<file path="src/rtl/serial_add_arbiter.sv">
// Two-requester arbitrated adder that sums W = 4*N_NIB-bit operands one nibble per cycle.
// Latency: res_valid rises N_NIB cycles after the accept edge; one operation every N_NIB+2 cycles.
// Backpressure: the result holds in DONE until res_ready; no request is accepted outside IDLE.
// Ports: clk, rst (async, active-high); req0_*/req1_* valid/ready operand inputs (x, y);
//        res_valid/res_ready result handshake with res_s (sum), res_c (carry-out), res_id (owner).
module serial_add_arbiter #(
    parameter int N_NIB = 4,
    localparam int W = 4 * N_NIB
) (
    input  logic         clk,
    input  logic         rst,
    input  logic         req0_valid,
    input  logic [W-1:0] req0_x,
    input  logic [W-1:0] req0_y,
    output logic         req0_ready,
    input  logic         req1_valid,
    input  logic [W-1:0] req1_x,
    input  logic [W-1:0] req1_y,
    output logic         req1_ready,
    output logic         res_valid,
    output logic [W-1:0] res_s,
    output logic         res_c,
    output logic         res_id,
    input  logic         res_ready
);

    // Nibble counter width; a 1-nibble build still needs a 1-bit counter.
    localparam int KW = (N_NIB > 1) ? $clog2(N_NIB) : 1;

    typedef enum logic [1:0] {
        IDLE = 2'd0,
        ADD  = 2'd1,
        DONE = 2'd2
    } state_t;

    state_t        state;
    state_t        state_nxt;

    logic [W-1:0]  x_reg;
    logic [W-1:0]  y_reg;
    logic [W-1:0]  sum_reg;
    logic [W-1:0]  sum_nxt;
    logic          id_reg;
    logic          carry;
    logic          prio;
    logic [KW-1:0] k;

    logic          grant0;
    logic          grant1;
    logic          accept;
    logic          last_nib;
    logic [3:0]    a_nib;
    logic [3:0]    b_nib;
    logic [4:0]    add_res;

    // Single valid wins outright; when both are valid, prio picks the winner.
    assign grant0 = req0_valid & (~req1_valid | ~prio);
    assign grant1 = req1_valid & (~req0_valid |  prio);

    // rst gates ready so nothing can look accepted while reset is held.
    assign req0_ready = ~rst & (state == IDLE) & grant0;
    assign req1_ready = ~rst & (state == IDLE) & grant1;
    assign accept     = req0_ready | req1_ready;

    assign res_valid  = (state == DONE);
    assign last_nib   = (k == KW'(N_NIB - 1));

    // The only adder in the design: one nibble plus the running carry.
    assign a_nib   = x_reg[4*k +: 4];
    assign b_nib   = y_reg[4*k +: 4];
    assign add_res = {1'b0, a_nib} + {1'b0, b_nib} + {4'b0000, carry};

    always_comb begin
        sum_nxt            = sum_reg;
        sum_nxt[4*k +: 4]  = add_res[3:0];
    end

    always_ff @(posedge clk or posedge rst) begin
        if (rst) begin
            state <= IDLE;
        end else begin
            state <= state_nxt;
        end
    end

    always_comb begin
        state_nxt = state;
        case (state)
            IDLE:    if (accept)    state_nxt = ADD;
            ADD:     if (last_nib)  state_nxt = DONE;
            DONE:    if (res_ready) state_nxt = IDLE;
            default:                state_nxt = IDLE;
        endcase
    end

    always_ff @(posedge clk or posedge rst) begin
        if (rst) begin
            x_reg   <= '0;
            y_reg   <= '0;
            sum_reg <= '0;
            id_reg  <= 1'b0;
            carry   <= 1'b0;
            k       <= '0;
            prio    <= 1'b0;
            res_s   <= '0;
            res_c   <= 1'b0;
            res_id  <= 1'b0;
        end else begin
            case (state)
                IDLE: begin
                    if (accept) begin
                        x_reg  <= req1_ready ? req1_x : req0_x;
                        y_reg  <= req1_ready ? req1_y : req0_y;
                        id_reg <= req1_ready;
                        k      <= '0;
                        carry  <= 1'b0;
                    end
                end
                ADD: begin
                    sum_reg <= sum_nxt;
                    carry   <= add_res[4];
                    k       <= k + 1'b1;
                    // Result registers change only on the edge that enters DONE.
                    if (last_nib) begin
                        res_s  <= sum_nxt;
                        res_c  <= add_res[4];
                        res_id <= id_reg;
                    end
                end
                DONE: begin
                    if (res_ready) begin
                        prio <= ~id_reg;
                    end
                end
                default: ;
            endcase
        end
    end

endmodule

</file>
<file path="config.mk">
export PLATFORM = sky130hd
export DESIGN_NAME = serial_add_arbiter
export DESIGN_NICKNAME = d
export VERILOG_FILES = /design/src/rtl/serial_add_arbiter.sv
export SDC_FILE = /design/constraint.sdc
export NUM_CORES = 1
export LEC_CHECK = 0
export CAP_MARGIN = 10
export CORE_ASPECT_RATIO = 0.5
export CORE_MARGIN = 2
export CORE_UTILIZATION = 50
export DETAILED_ROUTE_END_ITERATION = 8
export PLACE_DENSITY = 0.89
export SYNTH_ARGS = -nofsm -noshare
export SYNTH_HDL_FRONTEND = slang
export SYNTH_SLANG_ARGS = --single-unit
</file>
<file path="constraint.sdc">
create_clock -name clk -period 8.31 [get_ports clk]
set_input_delay 0.831 -clock clk [delete_from_list [all_inputs] [get_ports clk]]
set_output_delay 0.831 -clock clk [all_outputs]
set_load 0.03 [all_outputs]
</file>
==> impl_metrics.ini, run 1 <==
[outcome]
status = complete, no violations

[place]
port_buffers = 89
hpwl_mm = 5.696
place_congestion = 0.8308

[yosys]
synth_adder_area_share = 0.04273
yosysMostFrequentCell = dfrtp_1
yosys.area.top_type_share = 0.5114
netlist_top_cells_area = dfrtp_1 (51%), a21oi_1 (9.8%), nor2_1 (6.3%), mux4_2 (5.0%), nand2_1 (4.7%)
synth_common_cells = dfrtp_1 (73), a21oi_1 (70), nor2_1 (60), nand2_1 (45)
synth_async_sr_flop_share = 1.000
syn_inst = 360
synthMuxAreaShare = 0.05044
syn_area_mm2 = 0.003572
synthSimpleGateAreaFrac = 0.1587
ys_seq_area_frac = 0.5114
synth_area_leader_cell = dfrtp_1
yosysWarnings = 0
synth_xor_area_frac = 0.002452
synth_top_family_by_area = compound AO/OA/AOI/OAI gates
synth_ff_type = dfrtp_1
synth.ff_latch_count = 73
synth_fp_nets = 440
synth_compound_area_frac = 0.2007
synth_edf_count = 0
synth_cell_types = 34
syn_area_per_cell_um2 = 9.923

[final_layout]
diodes = 0
nets = 522
drive_gt1_frac = 0.07830
area_delta_synth_final_pct = 34.82
utilization = 0.7077
n_fill_cell = 506

[setup_path]
slowest_stage = clkdlybuf4s50_1
timing.rr.start = k[0]$_DFFE_PP0P_
cp_cell_sequence = clkdlybuf4s50_1, nor3_2, nand3_2, inv_2, clkdlybuf4s50_1
startpoint_type = primary input
crit_family = buffers and inverters
crit_path_start = rst
critical_path_class = primary input to output pin
rrSetupSlack_ps = 4930
required_ps = 7480
cp-end-kind = output pin
cp.arrival_ps = 3660
crit_buf_inv = 3
path_max_fanout = 34
slowest_delay_ps = 780
critPathMostFrequentCell = clkdlybuf4s50_1

[grt]
busiest_layer = met2
grt_max_degree = 74
gr-usage-all-layers = 0.2460
antenna_found_initial = 0
grt_pass1_vias = 3022
globalRouteMet1Util = 0.3353
grt_first_pass_wirelength_mm = 14.82
gr-total-overflow = 0
grt_use_met2 = 0.3929
use_met3 = 0.05625

[timing]
min_period_over_period = 0.5406
tightest_slew_ps = 1161
maxSlewHeadroom = 0.2260
hold_viol = 0
tns_ps = 0
rsz0062_at_grt = no
fin_skew_ps = 8.555
period_minus_slack_ps = 4492
drv_slew = 0
final-setup-viol-count = 0
whs_ps = 491.4
fmax_mhz = 222.6

[clocking]
clockRootBuffer = clkbuf_16
htreeDepth = 3
post-cts-setup-buffers = 0
path_clk_slew_ps = 50
cts.sinks = 73
cts_buffers = 9
hold_buffers = 0
post_cts_resized = 0
insertion_delay_ps = 330
ctsLongestPathBuffers = 2
cts_tree = built

[route]
routedWlPerCell_um = 16.74
routed_wl_mm = 9.024
ant_nets = 0
viasPerCell = 5.798
dr.pass1.iters = 5
drc_errors = 0
detailedRoute.firstIterationViolations = 262
via_count = 3125

[power_and_ir_drop]
finalPower_w = 0.002106
leakage_nw = 2.090
p_per_area_mw_per_mm2 = 437.3
ir_drop_mv = 0.2727

[worst_hold_path]
worstHoldPathType = flop to flop
worstHoldStart = res_id$_DFFE_PP0P_

[job]
drv_cap = 0

[floorplan]
start_util = 0.5249
die_x_um = 123.5
rows = 21
coreArea_mm2 = 0.006805
ios = 90
die_h_um = 63.77
dieArea_mm2 = 0.007878
through the flow:
stage / instance area [um^2] / setup slack, ps / instances
CTS: 4816 / 3802 / 539
global placement: 4518 / 3940 / 523
floorplan: 3572 / 5484 / 360
global route: 4816 / 3605 / 539
detailed placement: 4518 / 3813 / 523
finish: 4816 / 3818 / 539
power breakdown:
part / total (W) / switching [W] / leakage, nW / internal [W]
Sequential: 0.000636 / 0.000117 / 0.873 / 0.000519
Clock: 0.000385 / 0.000144 / 0.143 / 0.000241
Combinational: 0.00108 / 0.000651 / 1.07 / 0.000434
Total: 0.00211 / 0.000912 / 2.09 / 0.00119
per-layer routing:
metal | share of wire | up-vias | wire length, um
met5 | 0 | - | 0
met4 | 0.017 | 0 | 154
met3 | 0.062 | 18 | 561
met2 | 0.49 | 137 | 4410
met1 | 0.43 | 1517 | 3898
li1 | - | 1453 | -
path summary, 6_finish.rpt:
| kind | end | depth (start not counted) |
|---|---|---|
| setup / recovery | req1_ready | 5 |
| hold / removal | res_id$_DFFE_PP0P_ | 2 |
| setup reg to reg | sum_reg[14]$_DFFE_PP0P_ | 6 |
| hold reg to reg | res_id$_DFFE_PP0P_ | 2 |
| max in group asynchronous | carry$_DFFE_PP0P_ | 3 |
| min in group asynchronous | res_id$_DFFE_PP0P_ | 3 |
logic make-up after synthesis:
kind of cell	after synthesis
simple gates	123
compound gates	114
fa+ha+maj	11
buf+inv	30
mux	8
xor+xnor	1
flops	73
layout make-up:
| class | count | area, um^2 | area share |
|---|---|---|---|
| flip-flops and latches | 73 | 1827 | 0.3793 |
| multi-input cells | 257 | 1629 | 0.3383 |
| repair buffers | 92 | 913.4 | 0.1897 |
| clock buffers | 12 | 246.5 | 0.05118 |
| well taps | 92 | 115.1 | 0.02390 |
| clock inverters | 4 | 51.30 | 0.01065 |
| inverters | 9 | 33.78 | 0.007015 |
worst min-delay path, cell delays in order, from the launching register on:
cell and delay (ps):
dfrtp_1 350, nand2_1 50, nand2_1 60
cells in the final DEF, fill, tap and decap left out, types with 6 or more instances in the layout:
cell,netlist,final
nand2_1,45,45
inv_1,8,7
a32o_1,12,12
clkdlybuf4s50_1,0,89
clkbuf_16,0,9
o21ai_0,6,6
ha_1,9,9
a21oi_1,70,70
dfrtp_1,73,73
nor2_1,60,60
mux4_2,8,8
a221oi_1,12,12
Power figures use the tool's default switching activity.
==> run 2, diff against run 1 <==
--- a/config.mk
+++ b/config.mk
@@ -8,9 +8,9 @@
 export CAP_MARGIN = 10
 export CORE_ASPECT_RATIO = 0.5
 export CORE_MARGIN = 2
-export CORE_UTILIZATION = 50
+export CORE_UTILIZATION = 44
 export DETAILED_ROUTE_END_ITERATION = 8
-export PLACE_DENSITY = 0.89
+export PLACE_DENSITY = 0.84
 export SYNTH_ARGS = -nofsm -noshare
 export SYNTH_HDL_FRONTEND = slang
 export SYNTH_SLANG_ARGS = --single-unit
==> constraint.sdc (replaced) <==
create_clock -name clk -period 3.8 [get_ports clk]
set_input_delay 0.38 -clock clk [delete_from_list [all_inputs] [get_ports clk]]
set_output_delay 0.38 -clock clk [all_outputs]
set_load 0.03 [all_outputs]
==> impl_metrics.ini, run 2 (same netlist as run 1, synthesis figures left out) <==
[outcome]
status = complete, no violations

[setup_path]
r2r_end = sum_reg[14]$_DFFE_PP0P_
critical_path_class = flop to flop
r2r_cells = 6
cp-end-kind = flop
critPathMostFrequentCell = fa_1
path_max_fanout = 9
rrSetupSlack_ps = 800
timing.rr.start = k[0]$_DFFE_PP0P_
startpoint_type = flop
cp.arrival_ps = 3270
required_ps = 4070
cp_cell_sequence = mux4_2, fa_1, fa_1, xor2_1, and2_1, a22o_1
slowest_delay_ps = 590
slowest_stage = dfrtp_1

[timing]
rsz0062_at_grt = no
maxSlewHeadroom = 0.4689
fmax_mhz = 333.4
hold_viol = 0
final-setup-viol-count = 0
tightest_slew_ps = 796.6
worst_slack_ps = 800.2
period_minus_slack_ps = 3000
tns_ps = 0
min_period_over_period = 0.7894
drv_slew = 0
fin_skew_ps = 8.843

[clocking]
cts_tree = built
path_clk_slew_ps = 60
cts_buffers = 9
ctsLongestPathBuffers = 2
htreeDepth = 3
cts.sinks = 73
clockRootBuffer = clkbuf_16
post-cts-setup-buffers = 0
hold_buffers = 0
post_cts_resized = 0
insertion_delay_ps = 340

[worst_hold_path]
holdPathStages = 1
worstHoldPathType = flop to flop
worstHoldStart = sum_reg[8]$_DFFE_PP0P_
worstHoldEndpoint = sum_reg[8]$_DFFE_PP0P_

[floorplan]
ios = 90
die_h_um = 67.72
rows = 23
die_x_um = 131.4
coreArea_mm2 = 0.007943
dieArea_mm2 = 0.008899
start_util = 0.4497

[final_layout]
drive_gt1_frac = 0.09091
n_fill_cell = 670
area_delta_synth_final_pct = 37.16
multi_input_comb_area_mm2 = 0.001629
final_cell_mix = clkdlybuf4s50_1 (89), dfrtp_1 (73), a21oi_1 (70)
ff_latch_area_mm2 = 0.001827
diodes = 0
nets = 527
final_common_cell = clkdlybuf4s50_1

[route]
ant_nets = 0
detailedRoute.firstIterationViolations = 268
viasPerCell = 5.506
via_count = 3100
drc_errors = 0
dr.pass1.iters = 4
routed_wl_mm = 9.056
routedWlPerCell_um = 16.09

[place]
pre_cts_slack_ps = 815.8
place_congestion = 0.7978
hpwl_mm = 6.272
port_buffers = 89

[power_and_ir_drop]
p_per_area_mw_per_mm2 = 943.1
finalPower_w = 0.004621
ir_drop_mv = 0.3901
leakage_nw = 2.122

[grt]
gr-usage-all-layers = 0.2183
grt_first_pass_wirelength_mm = 14.92
antenna_found_initial = 0
grt_pass1_vias = 3058
grt_max_degree = 37
gr-total-overflow = 0

[job]
drv_cap = 0
## run 2: metal layers
layer / vias up / wire (um) / track usage
met3: 10 / 441 / 0.06306
met1: 1541 / 4090 / 0.2756
met2: 87 / 4409 / 0.3743
met4: 0 / 115 / 0.06522
li1: 1462 / - / -
met5: - / 0 / 0
## run 2: layout make-up
type                            instances  area share
Clock buffer                           10     0.04877
Inverter                                9    0.006895
Timing Repair Buffer                   97      0.1941
Clock inverter                          5     0.01634
Tap cell                              112     0.02860
Sequential cell                        73      0.3728
Multi-Input combinational cell        257      0.3325
## run 2: power breakdown
part | switching, W | leakage (nW) | internal [W]
Combinational | 0.00138 | 1.10 | 0.000960
Sequential | 0.000245 | 0.873 | 0.00114
Clock | 0.000311 | 0.151 | 0.000587
## run 2: critical path: cells and delay by family (launching register included)
family                     cells  cell delay, ps
xor gates and xnor gates       1             390
DFF                            1             590
adders and majority gates      2             920
AOI/OAI and AO/OA              1             170
and+or+nand+nor                1             280
muxes                          1             580
## run 2: worst max path at each step
stage / from / end / slack, ps / cells past startpoint
finish: k[0]$_DFFE_PP0P_ / sum_reg[14]$_DFFE_PP0P_ / 800 / 6
global route: k[0]$_DFFE_PP0P_ / sum_reg[14]$_DFFE_PP0P_ / 590 / 6
CTS: k[0]$_DFFE_PP0P_ / sum_reg[14]$_DFFE_PP0P_ / 790 / 6
detailed placement: k[0]$_DFFE_PP0P_ / sum_reg[10]$_DFFE_PP0P_ / 820 / 6
global placement: k[0]$_DFFE_PP0P_ / sum_reg[10]$_DFFE_PP0P_ / 950 / 6
floorplan: k[0]$_DFFE_PP0P_ / sum_reg[10]$_DFFE_PP0P_ / 970 / 7
## run 2: through the flow
step	utilization	hold slack, ps	std cells	instance area, um^2
after CTS	0.6169	493.9	563	4900
after floorplan	-	449.1	360	3572
after global routing	0.6169	516.8	563	4900
final	0.6169	493.0	563	4900
after detailed placement	0.5767	481.1	548	4581
after global placement	0.5767	473.9	548	4581
